===== config.mk =====
export PLATFORM = sky130hd
export DESIGN_NAME = difftest_step_batcher
export DESIGN_NICKNAME = d
export VERILOG_FILES = /design/src/rtl/difftest_step_batcher.sv
export SDC_FILE = /design/constraint.sdc
export NUM_CORES = 1
export LEC_CHECK = 0
export CAP_MARGIN = 15
export CORE_UTILIZATION = 50
export DETAILED_ROUTE_END_ITERATION = 16
export HOLD_SLACK_MARGIN = 0.08
export PLACE_DENSITY = 0.76
export RECOVER_POWER = 50
export SETUP_SLACK_MARGIN = 0.05
export SLEW_MARGIN = 15
export SYNTH_ARGS = -nofsm -noshare
export SYNTH_HDL_FRONTEND = slang
export SYNTH_SLANG_ARGS = --single-unit

===== constraint.sdc =====
create_clock -name clock -period 7.3 [get_ports clock]
set_clock_uncertainty 0.05 [all_clocks]
set_input_delay 0.73 -clock clock [delete_from_list [all_inputs] [get_ports clock]]
set_output_delay 0.73 -clock clock [all_outputs]
set_load 0.05 [all_outputs]

===== src/rtl/difftest_step_batcher.sv =====
// Batches per-cycle commit counts into saturating nstep values for the difftest control stage.
// Optional emit statistics ports are enabled by defining DIFFTEST_STEP_BATCH_STATS_EN.
module difftest_step_batcher #(
  parameter int STEP_W  = 8,
  parameter int CNT_W   = 4,
  parameter int ACC_W   = 16,
  parameter int BATCH   = 32,
  parameter int TIMEOUT = 64
) (
  input  logic              clock,
  input  logic              reset,
  input  logic              commit_valid,
  input  logic [CNT_W-1:0]  commit_cnt,
  input  logic              flush,
  input  logic              simv_result,
  output logic [STEP_W-1:0] step,
  output logic [ACC_W-1:0]  pending,
  output logic              halted,
  output logic              acc_overflow
`ifdef DIFFTEST_STEP_BATCH_STATS_EN
  ,
  output logic [31:0]       emit_count,
  output logic [47:0]       step_total
`endif
);

  typedef enum logic [1:0] {
    IDLE,
    ACCUM,
    HALTED
  } state_e;

  // arithmetic width covers both the accumulator and step ranges plus a carry
  localparam int XW = ((ACC_W > STEP_W) ? ACC_W : STEP_W) + 1;
  localparam int TW = (TIMEOUT > 1) ? $clog2(TIMEOUT) : 1;

  localparam logic [XW-1:0] ACC_MAX  = XW'({ACC_W{1'b1}});
  localparam logic [XW-1:0] STEP_MAX = XW'({STEP_W{1'b1}});
  localparam logic [XW-1:0] BATCH_X  = XW'(BATCH);
  localparam logic [TW-1:0] TLAST    = TW'(TIMEOUT - 1);

  state_e              state_q, state_d;
  logic [ACC_W-1:0]    acc_q, acc_d;
  logic [TW-1:0]       timer_q, timer_d;
  logic                fp_q, fp_d;
  logic [STEP_W-1:0]   step_q, step_d;
  logic                ovf_q, ovf_d;
  logic                halted_q, halted_d;

  logic [XW-1:0]       inc;
  logic [XW-1:0]       sum;
  logic [XW-1:0]       sat;
  logic [XW-1:0]       e;
  logic [XW-1:0]       rem;
  logic                ovf_hit;
  logic                nz;
  logic                emit;
  logic                emit_ok;

  always_comb begin
    inc     = commit_valid ? XW'(commit_cnt) : '0;
    sum     = XW'(acc_q) + inc;
    ovf_hit = sum > ACC_MAX;
    sat     = ovf_hit ? ACC_MAX : sum;
    e       = (sat > STEP_MAX) ? STEP_MAX : sat;
    rem     = sat - e;
    nz      = sat != '0;
    emit    = nz && ((sat >= BATCH_X) || (timer_q == TLAST) ||
                     flush || fp_q);
    emit_ok = emit && (state_q != HALTED) && !simv_result;

    state_d  = state_q;
    acc_d    = acc_q;
    timer_d  = timer_q;
    fp_d     = fp_q;
    step_d   = '0;
    ovf_d    = ovf_q;

    if (state_q == HALTED) begin
      acc_d   = '0;
      timer_d = '0;
      fp_d    = 1'b0;
    end else if (simv_result) begin
      // halt wins over any emit; this cycle's commits are dropped
      state_d = HALTED;
      acc_d   = '0;
      timer_d = '0;
      fp_d    = 1'b0;
    end else begin
      ovf_d = ovf_q | ovf_hit;
      if (emit) begin
        step_d  = STEP_W'(e);
        acc_d   = ACC_W'(rem);
        timer_d = '0;
      end else begin
        acc_d   = ACC_W'(sat);
        timer_d = nz ? timer_q + TW'(1) : '0;
      end
      fp_d    = (flush || fp_q) && (acc_d != '0);
      state_d = (acc_d != '0) ? ACCUM : IDLE;
    end

    halted_d = state_d == HALTED;
  end

  always_ff @(posedge clock or posedge reset) begin
    if (reset) begin
      state_q  <= IDLE;
      acc_q    <= '0;
      timer_q  <= '0;
      fp_q     <= 1'b0;
      step_q   <= '0;
      ovf_q    <= 1'b0;
      halted_q <= 1'b0;
    end else begin
      state_q  <= state_d;
      acc_q    <= acc_d;
      timer_q  <= timer_d;
      fp_q     <= fp_d;
      step_q   <= step_d;
      ovf_q    <= ovf_d;
      halted_q <= halted_d;
    end
  end

  assign step         = step_q;
  assign pending      = acc_q;
  assign halted       = halted_q;
  assign acc_overflow = ovf_q;

`ifdef DIFFTEST_STEP_BATCH_STATS_EN
  logic [31:0] emit_cnt_q, emit_cnt_d;
  logic [47:0] step_tot_q, step_tot_d;

  always_comb begin
    emit_cnt_d = emit_cnt_q;
    step_tot_d = step_tot_q;
    if (emit_ok) begin
      emit_cnt_d = emit_cnt_q + 32'd1;
      step_tot_d = step_tot_q + 48'(e);
    end
  end

  always_ff @(posedge clock or posedge reset) begin
    if (reset) begin
      emit_cnt_q <= '0;
      step_tot_q <= '0;
    end else begin
      emit_cnt_q <= emit_cnt_d;
      step_tot_q <= step_tot_d;
    end
  end

  assign emit_count = emit_cnt_q;
  assign step_total = step_tot_q;
`else
  logic unused_emit_ok;
  assign unused_emit_ok = emit_ok;
`endif

endmodule


# Word level (Yosys, flattened, before mapping)
# Index checks and enable logic that the tools add are counted.
word_totals:
  reg_bits: 35
  wordCells: 48
  output_inout_bits: 26
  input_bits: 9
op_classes:
  muxes: 20
  n_lt_le_gt_ge: 3
  bitwise_logic: 3
  n_addsub: 3
  eq_ne: 3
  reduce_logical: 9
ops:
  columns: ["operator", "count"]
  rows:
  - ["2-to-1 mux 16 bit", 6]
  - ["2-to-1 mux 6 bit", 4]
  - ["2-to-1 mux 8 bit", 3]
  - ["adder 16 x 4 -> 17 bit", 1]
  - [">= comparator 17 x 6 -> 1 bit (second input constant)", 1]
  - ["> comparator 17 x 16 -> 1 bit (second input constant)", 1]
  - ["> comparator 17 x 8 -> 1 bit (second input constant)", 1]
  - ["2-to-1 mux 17 bit", 1]
  - ["nonzero test 17 bit", 1]
  - ["nonzero test 16 bit", 1]
  - ["subtractor 16 bit", 1]
  - ["adder 6 x 1 -> 6 bit (second input constant)", 1]
  - ["equality test 6 bit (second input constant)", 1]
  - ["equality test 2 bit (second input constant)", 2]
  - ["logical OR 1 bit", 4]
  - ["2-to-1 mux 2 bit", 2]
  - ["2-to-1 mux 4 bit", 1]
  - ["2-to-1 mux 1 bit", 3]
  - ["logical AND 1 bit", 2]
  - ["NOT 1 bit", 2]
  - ["AND reduction 2 bit", 1]
  - ["OR 1 bit", 1]

# Depth between registers and ports, before layout
# Gate-level depths: netlist of run 1.
depth:
  ltp_word: 17
  depth_mapped: 22
  mapped_depth_nobuf: 19

# Least setup slack after synthesis of run 1
# No wires, ideal clock.
synth_path:
  path_type: "in2reg"
  start: "input commit_cnt[0]"
  end: "register state_q[0]"
  arrival_time_ns: 4.559
  path_slack_ns: 2.613
  setup_time_ns: 0.078
  path_buffers: 3
  stages: 22
  cell_sequence: "and2_1 -> ha_1 -> inv_1 -> fa_1 -> nand2b_1 -> a21oi_1 -> buf_2 -> o211ai_1 -> a21oi_4 -> and4_4 -> buf_6 -> nand2_1 -> nand3_1 -> ha_1 -> clkbuf_1 -> inv_1 -> or4b_1 -> a22oi_1 -> a211oi_1 -> o211ai_1 -> nor4_2 -> a21oi_1"
synth_via:
  elab_chain_len: 16
  elab_cells_between_ends: 20
synth_rtl:
  columns: ["element", "line_no", "text"]
  rows:
  - ["start: declaration", "13", "input logic [CNT_W-1:0] commit_cnt,"]
  - ["2-to-1 mux 4 bit *", "61", "inc = commit_valid ? XW'(commit_cnt) : '0;"]
  - ["adder 16 x 4 -> 17 bit *", "62", "sum = XW'(acc_q) + inc;"]
  - ["> comparator 17 x 16 -> 1 bit", "63", "ovf_hit = sum > ACC_MAX;"]
  - ["2-to-1 mux 17 bit *", "64", "sat = ovf_hit ? ACC_MAX : sum;"]
  - ["branches (longest 5 deep; another with > comparator 17 x 8 -> 1 bit)", null, null]
  - ["2-to-1 mux 16 bit *", "91", "if (emit) begin"]
  - ["2-to-1 mux 16 bit *", "83", "end else if (simv_result) begin"]
  - ["2-to-1 mux 16 bit *", "79", "if (state_q == HALTED) begin"]
  - ["nonzero test 16 bit *", "100", "state_d = (acc_d != '0) ? ACCUM : IDLE;"]
  - ["2-to-1 mux 1 bit *", "100", null]
  - ["2-to-1 mux 2 bit *", "83", null]
  - ["2-to-1 mux 2 bit *", "79", null]
  - ["named net state_d[0]", "42", "state_e state_q, state_d;"]
  - ["end signal: assignment", "116", "state_q <= state_d;"]
  - ["end: declaration", "42", null]
# Mark *: on every way through the listed nets, which the timed path passes. The select of a mux whose other input is x is not followed.
# A chain may end at the register's enable or synchronous reset.

# Worst setup path after layout of run 1
layout_path:
  start: "input commit_valid"
  end: "register state_q[0]"
layout_via:
  elab_chain_len: 16
  elab_cells_between_ends: 20
layout_rtl:
  columns: ["element", "line_no", "text"]
  rows:
  - ["start: declaration", "12", "input logic commit_valid,"]
  - ["2-to-1 mux 4 bit *", "61", null]
  - ["adder 16 x 4 -> 17 bit *", "62", null]
  - ["> comparator 17 x 16 -> 1 bit", "63", null]
  - ["2-to-1 mux 17 bit *", "64", null]
  - ["branches (longest 5 deep; another with > comparator 17 x 8 -> 1 bit)", null, null]
  - ["2-to-1 mux 16 bit *", "91", null]
  - ["2-to-1 mux 16 bit *", "83", null]
  - ["2-to-1 mux 16 bit *", "79", null]
  - ["nonzero test 16 bit *", "100", null]
  - ["2-to-1 mux 1 bit *", "100", null]
  - ["2-to-1 mux 2 bit *", "83", null]
  - ["2-to-1 mux 2 bit *", "79", null]
  - ["named net state_d[0]", "42", null]
# Marked as above.

==> metrics.cfg, run 1 <==
[detailed_routing]
wire_per_inst_um=17.8
wl_mm=7.90
avgViaCountPerCell=6.21
initialDrtViolationCount=242
dr_wl_met2_mm=3.58
drt_first_pass_iters=5
ant_nets=0
top_layer=met4
met3RoutedLength_um=474
vias=2756
drc=0
m1WireLength_mm=3.64

[yosys]
synth_cell_types=72
yosys_warnings=0
netlist_instances=339
synthArstFlopShare_pct=100
synth.avg_cell_area_sq_um=8.53
synth_edf_count=0
seq_area_frac_synth_pct=30.3
netlist_area_sq_um=2890
syn-num-nets=355
synth_seq_cells=35
ys.flop_type=dfrtp_1

[worst_setup_path]
critPathTopFamily=simple AND/OR/NAND/NOR gates
startpoint_type=input pin
cp_cell_sequence=clkdlybuf4s50_1 > and2_1 > ha_1 > inv_1 > fa_1 > nand2b_1 > a21oi_1 > buf_4 > o211ai_1 > a21oi_4 > and4_4 > nand2_1 > nand3_1 > ha_1 > inv_1 > o21ai_1 > nor3_1 > nor4_2 > nand3_1 > nor4_2 > a21oi_1
rrSetupSlack_ns=2.72
crit_path_end_kind=flip-flop
crit_buf_inv=4
crit_type=in -> reg
critPathSlowestCell=clkdlybuf4s50_1
slowest_delay_ns=0.50
critical_path.max_fanout=12
required_ns=7.38
arrival_ns=5.35

[grt]
grt_max_degree=36
gr-total-overflow=0
antenna_found_initial=0
grt_pass1_wl_mm=12.9
track_usage_pct=27.2
grt_pass1_vias=2536

[placed_design]
dpl_worst_slack_ns=1.84
dpl.hpwl_mm=5.97
routabilityCongestion=1.02
portBuffers=34

[cells_and_area]
drive_above_1_share_pct=9.14
final_cell_mix=nor2_1, dfrtp_1, nand2_1
nets=387
final_common_cell=nor2_1
diodes=0
fill_cells=521
syn_to_final_growth_pct=16.1

[power_and_ir_drop]
ir_drop_v=0.0000886
powerDensity_nw_per_um2=120
static-leakage-power_nw=1.41
finalPower_mw=0.402

[die]
dieArea_sq_um=6090
start_util_pct=52.2
core_area_sq_um=5540
row_count=27
chipWidth_um=78.0
io_pins=35
die_height_um=78.0

[status]
status=finished, violations left
violations=max-capacitance violations, max-slew violations

[sta]
period_minus_slack_ns=5.27
finalWorstSetupSlack_ns=2.03
slew_viol_final=36
max_slew_margin_pct=-23.5
report.final.hold_viol_count=0
rsz0062_at_grt=false
worstMarginPinSlew_ns=1.85
finalCritPeriodShare_pct=72.2
fmax_mhz=190
setup_viol=0
setup_tns_ns=0

[cts]
cts_sinks=35
post_cts_buffers=0
cts_tree=yes
cts_resized=0
h-tree-depth=2
postCtsHoldBufs=0
clock_path_buffers=2
clkTransAtPathRegs_ns=0.07
insertion_delay_ns=0.30
cts_root_buffer=clkbuf_8
cts_buffers=5

[job]
max_cap_viol_count=1

[worst_hold_path]
hp-class=reg -> reg

-- area by class of cell --
cell class                      count  area, sq um  share of cell area [%]
Multi-Input combinational cell    274         1840                    54.9
Sequential cell                    35          876                    26.1
Timing Repair Buffer               40          378                    11.3
Tap cell                           72         90.1                    2.68
Clock buffer                        5         68.8                    2.05
Inverter                           15         56.3                    1.68
Clock inverter                      3         43.8                    1.30
-- synth_stat cells (4+ instances only) --
master / number / area [sq um]
a211oi_1: 6 / 45.0
a21o_1: 8 / 60.1
o21bai_1: 4 / 30.0
and2_1: 7 / 43.8
nand2_1: 28 / 105
nand3_1: 16 / 80.1
buf_6: 6 / 67.6
xor2_1: 8 / 70.1
and3_1: 4 / 25.0
ha_1: 6 / 75.1
and4_1: 4 / 35.0
nor2_1: 38 / 143
xnor2_1: 13 / 114
nand4_1: 8 / 50.1
a21oi_1: 26 / 130
o21ai_0: 10 / 50.1
dfrtp_1: 35 / 876
nor3_1: 9 / 45.0
buf_2: 4 / 20.0
inv_1: 15 / 56.3
o211ai_1: 7 / 52.6
-- sequential cells by signal, summed over array words and instances, names as in the netlist --
| register | cells |
|---|---|
| acc_overflow | 1 |
| fp_q | 1 |
| halted | 1 |
| pending | 16 |
| state_q | 2 |
| step | 8 |
| timer_q | 6 |
-- through the flow --
| stage | instance area, sq um | cells | util [%] | hold slack [ns] |
|---|---|---|---|---|
| 2_1_floorplan | 2890 | 339 | - | 0.400 |
| 3_3_place_gp | 3250 | 436 | 58.7 | 0.405 |
| 3_5_place_dp | 3250 | 436 | 58.7 | 0.419 |
| 4_1_cts | 3360 | 444 | 60.7 | 0.438 |
| 5_1_grt | 3360 | 444 | 60.6 | 0.448 |
| 6_report | 3360 | 444 | 60.6 | 0.435 |
-- per-layer routing --
layer	vias to the layer above	global-route usage (%)
li1	1311	-
met1	1300	38.4
met2	124	42.1
met3	21	3.49
met4	0	10.6
met5	-	0
-- cells by family after synthesis --
logic type | share of synthesized area [%]
AOI/OAI and AO/OA | 28.0
xor gates and xnor gates | 6.36
adders and majority gates | 3.29
buffers and inverters | 5.97
DFF | 30.3
muxes | 0.346
and+or+nand+nor | 25.7
-- final timing paths --
kind | start | end | cells past startpoint
min reg2reg | acc_overflow$_DFFE_PP0P_ | acc_overflow$_DFFE_PP0P_ | 1
min in group asynchronous | reset | timer_q[3]$_DFF_PP0_ | 3
max reg2reg | pending[0]$_DFF_PP0_ | state_q[0]$_DFF_PP0_ | 19
max in group asynchronous | reset | acc_overflow$_DFFE_PP0P_ | 3
max | commit_valid | state_q[0]$_DFF_PP0_ | 21
min | acc_overflow$_DFFE_PP0P_ | acc_overflow$_DFFE_PP0P_ | 1
-- report_power, final --
group / switching (mW) / leakage, nW / internal [mW]
combinational: 0.0185 / 0.870 / 0.0118
sequential: 0.0000101 / 0.479 / 0.194
clock: 0.0761 / 0.0581 / 0.102
No activity file was read; power rests on OpenSTA's default activity.
==> run 2, diff against run 1 <==
Clock period 7.3 ns to 5.5 ns, I/O delays scaled along.
==> run 2 against run 1 <==
Setup slack got worse by 1.3 ns. Clock power shrank 4%. The run still ends with max-capacitance violations, max-slew violations left. Non-clock buffer count grew 3. Wire length shrank 3.6%. Global-route usage fell by 0.69 points. Power increased by 17%. Flip-flop and latch count did not move. Hold slack got worse by 0.0037 ns. Via count is 0.54% lower. Critical path depth unchanged. Die area unchanged. Final area down 0.52%.
==> metrics.cfg, run 2 (synthesized netlist as in run 1, its figures left out) <==
[status]
status=finished, violations left
violations=max-capacitance violations, max-slew violations

[cts]
cts_resized=0
insertion_delay_ns=0.29
clock_path_buffers=2
cts_buffers=5
clkTransAtPathRegs_ns=0.06
h-tree-depth=2
cts_tree=yes
cts_root_buffer=clkbuf_8
post_cts_buffers=0
cts_sinks=35
postCtsHoldBufs=0

[placed_design]
portBuffers=34
routabilityCongestion=0.999
dpl.hpwl_mm=5.71
placed_area_sq_um=3270
dp.cells=439

[detailed_routing]
wl_mm=7.61
wire_per_inst_um=17.1
avgViaCountPerCell=6.16
drt_first_pass_iters=6
initialDrtViolationCount=165
ant_nets=0
drc=0
vias=2741

[grt]
grt_max_degree=36
use_met1_pct=38.6
grt_use_met2_pct=41.0
antenna_found_initial=0
gr-usage-met3_pct=3.37
grt-busiest-layer=met2
grt_pass1_wl_mm=12.6
track_usage_pct=26.5
gr-total-overflow=0
grt_pass1_vias=2547

[worst_setup_path]
arrival_ns=4.79
slowest_delay_ns=0.50
required_ns=5.56
critical_path.max_fanout=12
cp_cell_sequence=clkdlybuf4s50_1 > and2_1 > ha_1 > inv_1 > fa_1 > nand2b_1 > a21oi_1 > buf_4 > a211o_1 > a21oi_4 > and4_4 > a21oi_1 > inv_1 > ha_1 > buf_4 > nand3_1 > a22oi_1 > nor4_2 > nand3_1 > nor4_2 > a21oi_1
cp_common_cell=a21oi_1
critPathSlowestCell=clkdlybuf4s50_1
startpoint_type=input pin
crit_type=in -> reg
crit_path_end_kind=flip-flop

[power_and_ir_drop]
static-leakage-power_nw=1.40
finalPower_mw=0.470
ir_drop_v=0.000173
powerDensity_nw_per_um2=141

[cells_and_area]
diodes=0
layout.area.seq_sq_um=876
final_common_cell=nor2_1
layoutNonFillerInstCount=445
largest_reg_flops=16
final_cell_mix=nor2_1, dfrtp_1, nand2_1
drive_above_1_share_pct=9.12
nets=390
syn_to_final_growth_pct=15.4
multiInputGateArea_sq_um=1840
final_area_sq_um=3340
fill_cells=515

[sta]
max_slew_margin_pct=-26.6
slew_viol_final=36
worstMarginPinSlew_ns=1.90
fmax_mhz=211
rsz0062_at_grt=false
setup_tns_ns=0
finalCritPeriodShare_pct=86.0
hold_ws_ns=0.432
period_minus_slack_ns=4.73
setup_viol=0
report.final.hold_viol_count=0

[die]
die_height_um=78.0
chipWidth_um=78.0
io_pins=35
dieArea_sq_um=6090
start_util_pct=52.2
row_count=27
core_area_sq_um=5540

[worst_hold_path]
hp-class=reg -> reg

[job]
max_cap_viol_count=1

## run 2: cell count changes in the layout (fill, tap and decap cells not counted), sizes merged
cell    change
buf         +3
bufinv      -1
clkbuf      +1
clkinv      -2
## run 2: final timing paths
check / startpoint / to / slack (ns) / depth (start not counted)
worst max register to register: pending[0]$_DFF_PP0_ / state_q[0]$_DFF_PP0_ / 1.31 / 19
worst max-delay path: commit_valid / state_q[0]$_DFF_PP0_ / 0.77 / 21
max in group asynchronous: reset / pending[5]$_DFF_PP0_ / 2.98 / 3
worst min-delay path: state_q[1]$_DFF_PP0_ / halted$_DFF_PP0_ / 0.43 / 1
worst min register to register: state_q[1]$_DFF_PP0_ / halted$_DFF_PP0_ / 0.43 / 1
min in group asynchronous: reset / state_q[1]$_DFF_PP0_ / 1.33 / 3
## run 2: area by class of cell
cell class              instances  share of cell area (%)
repair buffers                 43                    12.0
multi-input cells             274                    55.2
clock buffers                   6                    2.17
inverters                      15                    1.69
flip-flops and latches         35                    26.2
well taps                      72                    2.70
## run 2: routing by layer
| metal | up-vias | routed length, um |
|---|---|---|
| li1 | 1321 | - |
| met1 | 1273 | 3490 |
| met2 | 136 | 3500 |
| met3 | 11 | 526 |
| met4 | 0 | 95 |
| met5 | - | 0 |
## run 2: worst max-delay path, delay by kind of cell
kind | cells | cell delay (ns)
compound gates | 6 | 0.82
simple gates | 7 | 1.56
fa+ha+maj | 3 | 0.85
buf+inv | 5 | 1.00
## run 2: power breakdown
group / internal (mW) / leakage, nW / switching [mW]
registers: 0.257 / 0.479 / 0.0000110
logic: 0.0156 / 0.884 / 0.0252
clock network: 0.0844 / 0.0371 / 0.0871
total: 0.357 / 1.40 / 0.112
## run 2: stage by stage
stage               setup WS [ns]  util, %
floorplan                   0.944        -
global placement            0.625     59.1
detailed placement          0.524     59.1
CTS                         0.815     60.4
global route                0.385     60.3
finish                      0.768     60.3
